`src/rtl/count_day.sv`:
```
// BCD day-of-month counter for the century clock chain. Advances on the daily
// carry, wraps at the month length chosen by T/TO/TN/leap, and emits the month carry.
module count_day #(
  parameter int MAX_DISPLAY_UNIT = 4,
  parameter int MAX_DISPLAY_TEN  = 2
) (
  input  logic                        clk,
  input  logic                        rst_n,
  input  logic                        en_d,
  input  logic                        set_mode,
  input  logic                        up,
  input  logic                        down,
  input  logic                        T,
  input  logic                        TO,
  input  logic                        TN,
  input  logic                        leap,
  output logic [MAX_DISPLAY_UNIT-1:0] day_unit,
  output logic [MAX_DISPLAY_TEN-1:0]  day_ten,
  output logic                        pulse_d,
  output logic                        last_day
);

  logic [MAX_DISPLAY_UNIT-1:0] day_unit_q, day_unit_d;
  logic [MAX_DISPLAY_TEN-1:0]  day_ten_q, day_ten_d;
  logic                        up_q, down_q;

  logic [MAX_DISPLAY_UNIT-1:0] max_unit;
  logic [MAX_DISPLAY_TEN-1:0]  max_ten;
  logic [5:0]                  max_val;
  logic [5:0]                  day_val;
  logic                        day_valid;
  logic                        up_rise, down_rise;

  logic [MAX_DISPLAY_UNIT-1:0] inc_unit, dec_unit;
  logic [MAX_DISPLAY_TEN-1:0]  inc_ten, dec_ten;

  // Month length as BCD digits; TN outranks TO, TO outranks T, anything else is 31.
  always_comb begin
    max_ten  = MAX_DISPLAY_TEN'(3);
    max_unit = MAX_DISPLAY_UNIT'(1);
    casez ({TN, TO, T})
      3'b1??: begin
        max_ten  = MAX_DISPLAY_TEN'(2);
        max_unit = leap ? MAX_DISPLAY_UNIT'(9) : MAX_DISPLAY_UNIT'(8);
      end
      3'b01?: begin
        max_ten  = MAX_DISPLAY_TEN'(3);
        max_unit = MAX_DISPLAY_UNIT'(0);
      end
      default: begin
        max_ten  = MAX_DISPLAY_TEN'(3);
        max_unit = MAX_DISPLAY_UNIT'(1);
      end
    endcase
  end

  assign max_val = 6'(max_ten) * 6'd10 + 6'(max_unit);
  assign day_val = 6'(day_ten_q) * 6'd10 + 6'(day_unit_q);

  assign day_valid = (day_unit_q <= MAX_DISPLAY_UNIT'(9)) &&
                     (day_val >= 6'd1) && (day_val <= max_val);
  assign last_day  = (day_val == max_val);
  assign pulse_d   = en_d & ~set_mode & last_day & day_valid;

  assign up_rise   = up & ~up_q;
  assign down_rise = down & ~down_q;

  // Increment step, shared by normal counting and manual up.
  always_comb begin
    inc_unit = day_unit_q + MAX_DISPLAY_UNIT'(1);
    inc_ten  = day_ten_q;
    if (last_day) begin
      inc_unit = MAX_DISPLAY_UNIT'(1);
      inc_ten  = '0;
    end else if (day_unit_q == MAX_DISPLAY_UNIT'(9)) begin
      inc_unit = '0;
      inc_ten  = day_ten_q + MAX_DISPLAY_TEN'(1);
    end
  end

  // Decrement step; day 01 wraps back to the month's last day.
  always_comb begin
    dec_unit = day_unit_q - MAX_DISPLAY_UNIT'(1);
    dec_ten  = day_ten_q;
    if (day_val == 6'd1) begin
      dec_unit = max_unit;
      dec_ten  = max_ten;
    end else if (day_unit_q == '0) begin
      dec_unit = MAX_DISPLAY_UNIT'(9);
      dec_ten  = day_ten_q - MAX_DISPLAY_TEN'(1);
    end
  end

  always_comb begin
    day_unit_d = day_unit_q;
    day_ten_d  = day_ten_q;
    if (!day_valid) begin
      day_unit_d = MAX_DISPLAY_UNIT'(1);
      day_ten_d  = '0;
    end else if (!set_mode) begin
      if (en_d) begin
        day_unit_d = inc_unit;
        day_ten_d  = inc_ten;
      end
    end else if (up_rise && !down_rise) begin
      day_unit_d = inc_unit;
      day_ten_d  = inc_ten;
    end else if (down_rise && !up_rise) begin
      day_unit_d = dec_unit;
      day_ten_d  = dec_ten;
    end
  end

  // Button history tracks in every mode so a level held across a mode switch never steps.
  always_ff @(posedge clk or negedge rst_n) begin
    if (!rst_n) begin
      day_unit_q <= MAX_DISPLAY_UNIT'(1);
      day_ten_q  <= '0;
      up_q       <= 1'b0;
      down_q     <= 1'b0;
    end else begin
      day_unit_q <= day_unit_d;
      day_ten_q  <= day_ten_d;
      up_q       <= up;
      down_q     <= down;
    end
  end

  assign day_unit = day_unit_q;
  assign day_ten  = day_ten_q;

endmodule

```
`config.mk`:
```
export PLATFORM = sky130hd
export DESIGN_NAME = count_day
export DESIGN_NICKNAME = d
export VERILOG_FILES = /design/src/rtl/count_day.sv
export SDC_FILE = /design/constraint.sdc
export NUM_CORES = 1
export LEC_CHECK = 0
export ABC_AREA = 1
export BUFFER_PORTS_ARGS = -buffer_cell sky130_fd_sc_hd__buf_2
export CORE_MARGIN = 2
export CORE_UTILIZATION = 55
export CTS_CLUSTER_DIAMETER = 80
export DETAILED_ROUTE_END_ITERATION = 8
export PLACE_DENSITY_LB_ADDON = 0.05
export SYNTH_ARGS = -nofsm -noshare
export SYNTH_HDL_FRONTEND = slang
export SYNTH_SLANG_ARGS = --single-unit
```
`constraint.sdc`:
```
create_clock -name clk -period 6.3 [get_ports clk]
set_clock_uncertainty 0.15 [all_clocks]
set_input_delay 1.89 -clock clk [delete_from_list [all_inputs] [get_ports clk]]
set_output_delay 1.89 -clock clk [all_outputs]
set_load 0.02 [all_outputs]
```
==> summary.md, run 1 <==
| Metric | Value |
|---|---|
| Pint | `0.241 mW` |
| Power per Cell Area | `477 nW/um^2` |
| Later-pin clock latency in the skew report | `~0.26 ns` |
| Number of buffer and inverter stages on the critical path | `2` |
| Setup violation total in the final timing report | `0` |
| CTS tree | `yes` |
| Min cycle time layout | `5.40 ns` |
| Predominant post-synthesis flop cell | `sky130_fd_sc_hd__dfrtp_1` |
| Antenna violations before repair | `0` |
| Floorplan die height | `46.3 um` |
| Antenna-violating nets left | `0` |
| Vias per std cell | `5.21` |
| TritonCTS buffer count | `3` |
| Cell area after placement | `around 1100 sq um` |
| Die outline area | `between 2000 and 2500 sq um` |
| Final sum of negative setup slack | `0 ns` |
| Signal arrival time at the worst endpoint | `3.36 ns` |
| Worst R2R Start | `day_ten[0]` |
| Total of warnings raised by yosys | `0` |
| Clock net sink count | `8` |
| Final Routed Wirelength | `2.27 mm` |
| CTS-repair resized insts | `0` |
| Final Instance Area | `1120 sq um` |
| Port bufs | `16` |
| Number of synthesized register bits | `8` |
| Iter 0 DRT Violations | `45` |
| Max FO, Critical Path | `7` |
| Number of cells on the worst reg-to-reg path | `16` |
| Filler cells | `168` |
| Root buf cell | `sky130_fd_sc_hd__clkbuf_4` |
| Io pins | `18` |
| End of the critical path | `pulse_d` |
| Max-slew violations | `0` |
| Top Family by Delay on Critical Path | `simple AND/OR/NAND/NOR gates` |
| Most frequent cell on the critical path | `sky130_fd_sc_hd__buf_2` |
| RSZ-0062 raised after global routing | `no` |
| HPWL after DPL | `1.80 mm` |
| Hold WC Path Type | `reg -> reg` |
| Buffer depth of the longest clock path | `2` |
| Number of global-route vias before repair | `893` |
| Total count of hold-check failures in the final report | `0` |
| Clock H-tree levels | `1` |
| Cell with the largest stage delay on the worst path | `sky130_fd_sc_hd__ha_1` |
| Lkg Pwr | `0.641 nW` |
| CP required | `4.26 ns` |
| Number of logic stages on the critical path including buffering | `9` |
| Fraction of power consumed by sequential logic | `19.5%` |
| Nets in the synthesized netlist | `165` |
| Placeable core area | `between 1500 and 2000 sq um` |
| Type of element launching the critical path | `input pin` |
| Remaining max-slew budget at the tightest pin | `60.9%` |
| Most common cell after layout, fill and taps aside | `sky130_fd_sc_hd__nand2_1` |
| GRT Total Usage | `about a quarter` |
| Mapped Area | `a little under 1000 sq um` |
| Part of the total power dissipated in the clock network | `just over 8%` |
| Switching power total | `~0.29 mW` |
| Critical path class | `in -> out` |
| Sequential area share after synthesis | `20.5%` |
| Actual slew at the worst max-slew pin | `between 0.5 and 0.6 ns` |
| Post-synthesis instance total | `146` |
| Routed wire per std cell | `about 12 um` |
| Number of iterations in the first detailed-routing pass | `5` |
| Die outline width | `around 46 um` |
| CP peak stage delay | `0.31 ns` |
| Worst vdd ir | `around 0.00026 V` |
| Mean instance size in the synthesized netlist | `6.73 sq um` |
| Number of buffers added to fix hold violations after cts | `0` |
| Vias | `around 1,000` |
| Nets | `186` |
| GR Overflow Total | `0` |
| Proportion of synthesized flip-flops having asynchronous set or reset | `100%` |
| Number of enable-type register cells in the synthesized netlist | `0` |
| Total DRC errors in the routed layout | `0` |
| Post-Place Setup Slack | `between 0.9 and 1 ns` |
| Cell row count | `15` |
| Switching power as a share of total power | `a little over half` |
| Endpoint of the lowest-slack register-to-register path | `day_unit[3]` |
| Startpoint of the worst setup timing path | `TN` |
| Area growth syn-to-layout | `14.0%` |
| Clock-pin slew on the worst setup and hold paths | `0.06 ns` |
| Ordered list of cells on the worst path | `buf_2, nand2_1, o21ai_0, ha_1, nand4_1, nand2_2, nand3_4, nor3_1, buf_2` |
| Routability congestion estimate from global placement | `0.890` |
| Initial cell density of the core | `57.5%` |
| Sort of element at the end of the critical path | `output pin` |
| Outcome | `complete, no violations` |
| Max-capacitance violation count | `0` |
| Buffer count from post-CTS setup fixing | `0` |
| Ratio of cells with drive above 1 in the final layout | `22.3%` |
| Ant. Diodes | `0` |
| Largest net degree at the start of global routing | `9` |
| Final worst-path setup slack | `0.898 ns` |
| Proportion of power drawn by combinational gates | `between 70 and 80%` |
| Maximum clock frequency | `around 190 MHz` |
| Most used cells in the layout excluding fill and tap cells | `sky130_fd_sc_hd__nand2_1, sky130_fd_sc_hd__inv_1, sky130_fd_sc_hd__nor2_1, sky130_fd_sc_hd__buf_2, sky130_fd_sc_hd__nand3_1` |
| Wire length of the first global-routing pass | `3.64 mm` |
| Share of the clock period used by the worst path after layout | `between 80% and 90%` |
| Register-to-register path setup slack | `3.38 ns` |
| Worst Hold Margin | `0.466 ns` |
| Yosys cell types | `27` |
-- worst min-delay path, stage by stage, from the launching register on --
cell and delay, ns:
sky130_fd_sc_hd__dfrtp_1 0.45, sky130_fd_sc_hd__nand2_1 0.08, sky130_fd_sc_hd__nand2_1 0.05
-- layer usage --
| layer | up-vias | share of wire (%) | track usage, % |
|---|---|---|---|
| met5 | - | 0 | 0 |
| met4 | 0 | 2.0 | 10.3 |
| met3 | 5 | 3.7 | 1.57 |
| met2 | 23 | 52 | 43.6 |
| met1 | 463 | 42 | 28.1 |
| li1 | 505 | - | - |
-- stage by stage --
stage	utilization (%)	instances	power [mW]
final	65.6	191	0.534
after global routing	65.6	191	0.586
after CTS	65.6	191	0.535
after detailed placement	64.0	187	0.486
after global placement	64.0	187	0.477
after floorplan	-	146	0.408
-- power groups by stage --
stage / clock network [mW] / logic [mW] / registers [mW]
detailed placement: 0 / 0.382 / 0.104
CTS: 0.0460 / 0.386 / 0.104
finish: 0.0444 / 0.385 / 0.104
global placement: 0 / 0.374 / 0.103
floorplan: 0 / 0.294 / 0.114
global route: 0.0478 / 0.431 / 0.107
-- cells in the mapped netlist (4+ instances only) --
cell type	number	share of area, %
sky130_fd_sc_hd__nand2_1	30	11
sky130_fd_sc_hd__inv_1	23	8.8
sky130_fd_sc_hd__nor2_1	16	6.1
sky130_fd_sc_hd__nand3_1	12	6.1
sky130_fd_sc_hd__ha_1	8	10
sky130_fd_sc_hd__a21oi_1	7	3.6
sky130_fd_sc_hd__dfrtp_1	7	18
sky130_fd_sc_hd__o21ai_0	7	3.6
sky130_fd_sc_hd__inv_2	5	1.9
sky130_fd_sc_hd__nand3_4	4	7.1
-- cells by family (layout without fill, tap and decap cells) --
logic type | after synthesis | in the layout | synth area share (%)
AO/OA/AOI/OAI | 20 | 20 | 11.1
AND/OR/NAND/NOR | 75 | 75 | 41.1
flip-flops | 8 | 8 | 20.5
other | 2 | 2 | 0.765
buffers and inverters | 28 | 48 | 10.7
XOR/XNOR | 4 | 4 | 3.57
adder cells (fa/ha/maj) | 9 | 9 | 12.2
-- area by class of cell --
cell class	count	area [sq um]	area share [%]
multi-input combinational	110	676	60.3
tap	25	31.3	2.79
sequential	8	201	18.0
inverter	28	105	9.39
timing repair buffer	16	80.1	7.15
clock buffer	4	26.3	2.35
-- flip-flops by register name (all words and copies together), names as in the netlist --
name      count
up_q          1
down_q        1
day_unit      4
day_ten       2
-- how the worst min path moves through the flow --
stage                  endpoint  depth (start not counted)   startpoint
CTS                  day_ten[1]                          2   day_ten[1]
finish               day_ten[1]                          2   day_ten[1]
global placement     day_ten[1]                          2   day_ten[1]
floorplan           day_unit[0]                          2  day_unit[0]
global route         day_ten[1]                          2   day_ten[1]
detailed placement   day_ten[1]                          2   day_ten[1]
Note: power is estimated with default switching activity, not from simulation.
==> inputs of run 2 (changes only) <==
--- a/config.mk
+++ b/config.mk
@@ -8,7 +8,7 @@
 export ABC_AREA = 1
 export BUFFER_PORTS_ARGS = -buffer_cell sky130_fd_sc_hd__buf_2
 export CORE_MARGIN = 2
-export CORE_UTILIZATION = 55
+export CORE_UTILIZATION = 35
 export CTS_CLUSTER_DIAMETER = 80
 export DETAILED_ROUTE_END_ITERATION = 8
 export PLACE_DENSITY_LB_ADDON = 0.05
==> constraint.sdc (replaced) <==
create_clock -name clk -period 4.6 [get_ports clk]
set_clock_uncertainty 0.15 [all_clocks]
set_input_delay 1.38 -clock clk [delete_from_list [all_inputs] [get_ports clk]]
set_output_delay 1.38 -clock clk [all_outputs]
set_load 0.02 [all_outputs]
==> run 2 against run 1 <==
First-iteration DRC count down 60%. Die area up 52%. Via count down 1.6%. Non-clock buffer count up 3. Cell count up 4.7%. Total power up 40%. Setup slack worse by 0.59 ns. Clock power up 34%. Largest power group unchanged.
==> summary.md, run 2 (synthesis results as in run 1) <==
| Metric | Value |
|---|---|
| Routed wire per std cell | `11.3 um (-4.5%)` |
| Setup violation total in the final timing report | `0 (unchanged)` |
| Fraction of power consumed by sequential logic | `16.8% (-2.7 points)` |
| Outcome | `complete, no violations` |
| Max-capacitance violation count | `0 (unchanged)` |
| Hold WC Path Type | `reg -> reg` |
| Worst R2R Start | `day_unit[1]` |
| Switching power as a share of total power | `54.1% (-0.83 points)` |
| Maximum clock frequency | `233 MHz` |
| Vias | `980 (-1.6%)` |
| TritonCTS buffer count | `3 (unchanged)` |
| Ordered list of cells on the worst path | `buf_2, nand2_1, o21ai_0, ha_1, nand4_1, nand2_2, nand3_4, nor3_1, buf_2` |
| Final Core Density | `42.4% (-23 points)` |
| Total count of hold-check failures in the final report | `0 (unchanged)` |
| Count of non-filler cells in the finished layout | `200 (+4.7%)` |
| Antenna-violating nets left | `0 (unchanged)` |
| GR Overflow Total | `0 (unchanged)` |
| RSZ-0062 raised after global routing | `no` |
| Ratio of cells with drive above 1 in the final layout | `23.7% (+1.4 points)` |
| Part of the total power dissipated in the clock network | `7.9% (-0.4 points)` |
| Launch point of the worst hold path | `day_ten[1]` |
| Clock H-tree levels | `1 (unchanged)` |
| Number of iterations in the first detailed-routing pass | `4 (-1)` |
| Final Routed Wirelength | `2.27 mm (about the same)` |
| Type of element launching the critical path | `input pin` |
| Floorplan die height | `57.0 um (+23%)` |
| Buffer count from post-CTS setup fixing | `0 (unchanged)` |
| CTS-repair resized insts | `0 (unchanged)` |
| Sort of element at the end of the critical path | `output pin` |
| Remaining max-slew budget at the tightest pin | `63.1% (+2.2 points)` |
| Ant. Diodes | `0 (unchanged)` |
| Nets | `189 (+1.6%)` |
| Power per Cell Area | `650 nW/um^2 (+36%)` |
| Number of logic stages on the critical path including buffering | `9 (unchanged)` |
| Total power consumption of the routed design | `0.748 mW (+40%)` |
| Most frequent cell on the critical path | `sky130_fd_sc_hd__buf_2` |
| Share of the clock period used by the worst path after layout | `93.2%` |
| Switching power total | `0.404 mW (+38%)` |
| GRT Total Usage | `15.9% (-7.9 points)` |
| Number of flip-flops under the largest register name | `4 (unchanged)` |
| Signal arrival time at the worst endpoint | `2.76 ns (-0.60 ns)` |
| Buffer depth of the longest clock path | `2 (unchanged)` |
| Port bufs | `16 (unchanged)` |
| CP peak stage delay | `0.29 ns (-0.02 ns)` |
| Io pins | `18 (unchanged)` |
| Worst Hold Depth | `2 (unchanged)` |
| Number of buffer and inverter stages on the critical path | `2 (unchanged)` |
| Routability congestion estimate from global placement | `0.836 (-6.1%)` |
| Top Family by Delay on Critical Path | `simple AND/OR/NAND/NOR gates` |
| CP required | `3.07 ns (-1.19 ns)` |
| Clock-pin slew on the worst setup and hold paths | `0.06 ns (about the same)` |
| Min cycle time layout | `approximately 4.3 ns` |
| Total DRC errors in the routed layout | `0 (unchanged)` |
| Most used cells in the layout excluding fill and tap cells | `sky130_fd_sc_hd__nand2_1, sky130_fd_sc_hd__inv_1, sky130_fd_sc_hd__nor2_1, sky130_fd_sc_hd__buf_2, sky130_fd_sc_hd__nand3_1` |
| Later-pin clock latency in the skew report | `0.26 ns (about the same)` |
| Placeable core area | `2710 sq um (+59%)` |
| Cell row count | `19 (+4)` |
| Final sum of negative setup slack | `0 ns (unchanged)` |
| Proportion of power drawn by combinational gates | `75.2% (+3.0 points)` |
| Number of global-route vias before repair | `947 (+6.0%)` |
| Antenna violations before repair | `0 (unchanged)` |
| Critical path class | `in -> out` |
| Max FO, Critical Path | `7 (unchanged)` |
| Clock net sink count | `8 (unchanged)` |
| Placed cell count | `196 (+4.8%)` |
| Number of cells on the worst reg-to-reg path | `16 (unchanged)` |
| Initial cell density of the core | `36.2% (-21 points)` |
| Root buf cell | `sky130_fd_sc_hd__clkbuf_4` |
| Lkg Pwr | `0.656 nW (+2.4%)` |
| Startpoint of the worst setup timing path | `TN` |
| Vias per std cell | `4.90 (-6.0%)` |
| Iter 0 DRT Violations | `18 (-60%)` |
| CTS tree | `yes` |
| Area growth syn-to-layout | `17.1%` |
| Worst vdd ir | `0.000396 V (+51%)` |
| Number of buffers added to fix hold violations after cts | `0 (unchanged)` |
| Wire length of the first global-routing pass | `4.00 mm (+10%)` |
| Largest net degree at the start of global routing | `9 (unchanged)` |
| Filler cells | `313 (+86%)` |
| Worst Hold Margin | `0.477 ns (+0.0111 ns)` |
| Actual slew at the worst max-slew pin | `0.549 ns (-0.0332 ns)` |
| Max-slew violations | `0 (unchanged)` |
| Die outline width | `57.0 um (+23%)` |
| Die outline area | `3250 sq um (+52%)` |
| Most common cell after layout, fill and taps aside | `sky130_fd_sc_hd__nand2_1` |
| HPWL after DPL | `1.94 mm (+7.8%)` |
| Pint | `0.343 mW (+43%)` |
| Cell with the largest stage delay on the worst path | `sky130_fd_sc_hd__ha_1` |
run 2: cell types whose count changed in the layout (fill, tap and decap cells not counted):
cell	change
sky130_fd_sc_hd__buf_4	+3
run 2: power groups by stage:
| stage | combinational (mW) | clock, mW | sequential [mW] |
|---|---|---|---|
| 2_1_floorplan | 0.403 | 0 | 0.156 |
| 3_3_place_gp | 0.560 | 0 | 0.126 |
| 3_5_place_dp | 0.566 | 0 | 0.127 |
| 4_1_cts | 0.568 | 0.0620 | 0.126 |
| 5_1_grt | 0.636 | 0.0684 | 0.131 |
| 6_report | 0.562 | 0.0593 | 0.126 |
run 2: area by class of cell:
cell class / count / area (sq um) / area share [%]
Multi-Input combinational cell: 110 / 676 / 58.8
Sequential cell: 8 / 201 / 17.5
Inverter: 28 / 105 / 9.14
Timing Repair Buffer: 19 / 103 / 8.92
Tap cell: 31 / 38.8 / 3.37
Clock buffer: 4 / 26.3 / 2.29
run 2: final timing paths:
kind                                to  slack (ns)
setup reg to reg            day_ten[0]        1.92
max in group asynchronous  day_unit[0]        3.24
hold / removal              day_ten[1]        0.48
setup / recovery               pulse_d        0.31
min in group asynchronous  day_unit[2]        0.80
hold reg to reg             day_ten[1]        0.48
run 2: per-stage QoR:
stage	instance area (sq um)	setup slack, ns
2_1_floorplan	982	0.409
3_3_place_gp	1120	0.277
3_5_place_dp	1120	0.260
4_1_cts	1150	0.260
5_1_grt	1150	0.0840
6_report	1150	0.312
run 2: worst register-to-register path, delay by kind of cell, from the launching register on:
family	cells	cell delay, ns
adder cells (fa/ha/maj)	3	0.86
flip-flops	1	0.36
AND/OR/NAND/NOR	9	0.68
buffers and inverters	2	0.15
AO/OA/AOI/OAI	2	0.41
run 2: routing by layer:
layer | up-vias | GRT usage (%) | wire length (um)
met1 | 461 | 20.0 | 1100
met2 | 8 | 27.3 | 1120
met4 | 0 | 6.98 | 16
li1 | 509 | - | -
met3 | 2 | 2.04 | 29
met5 | - | 0 | 0
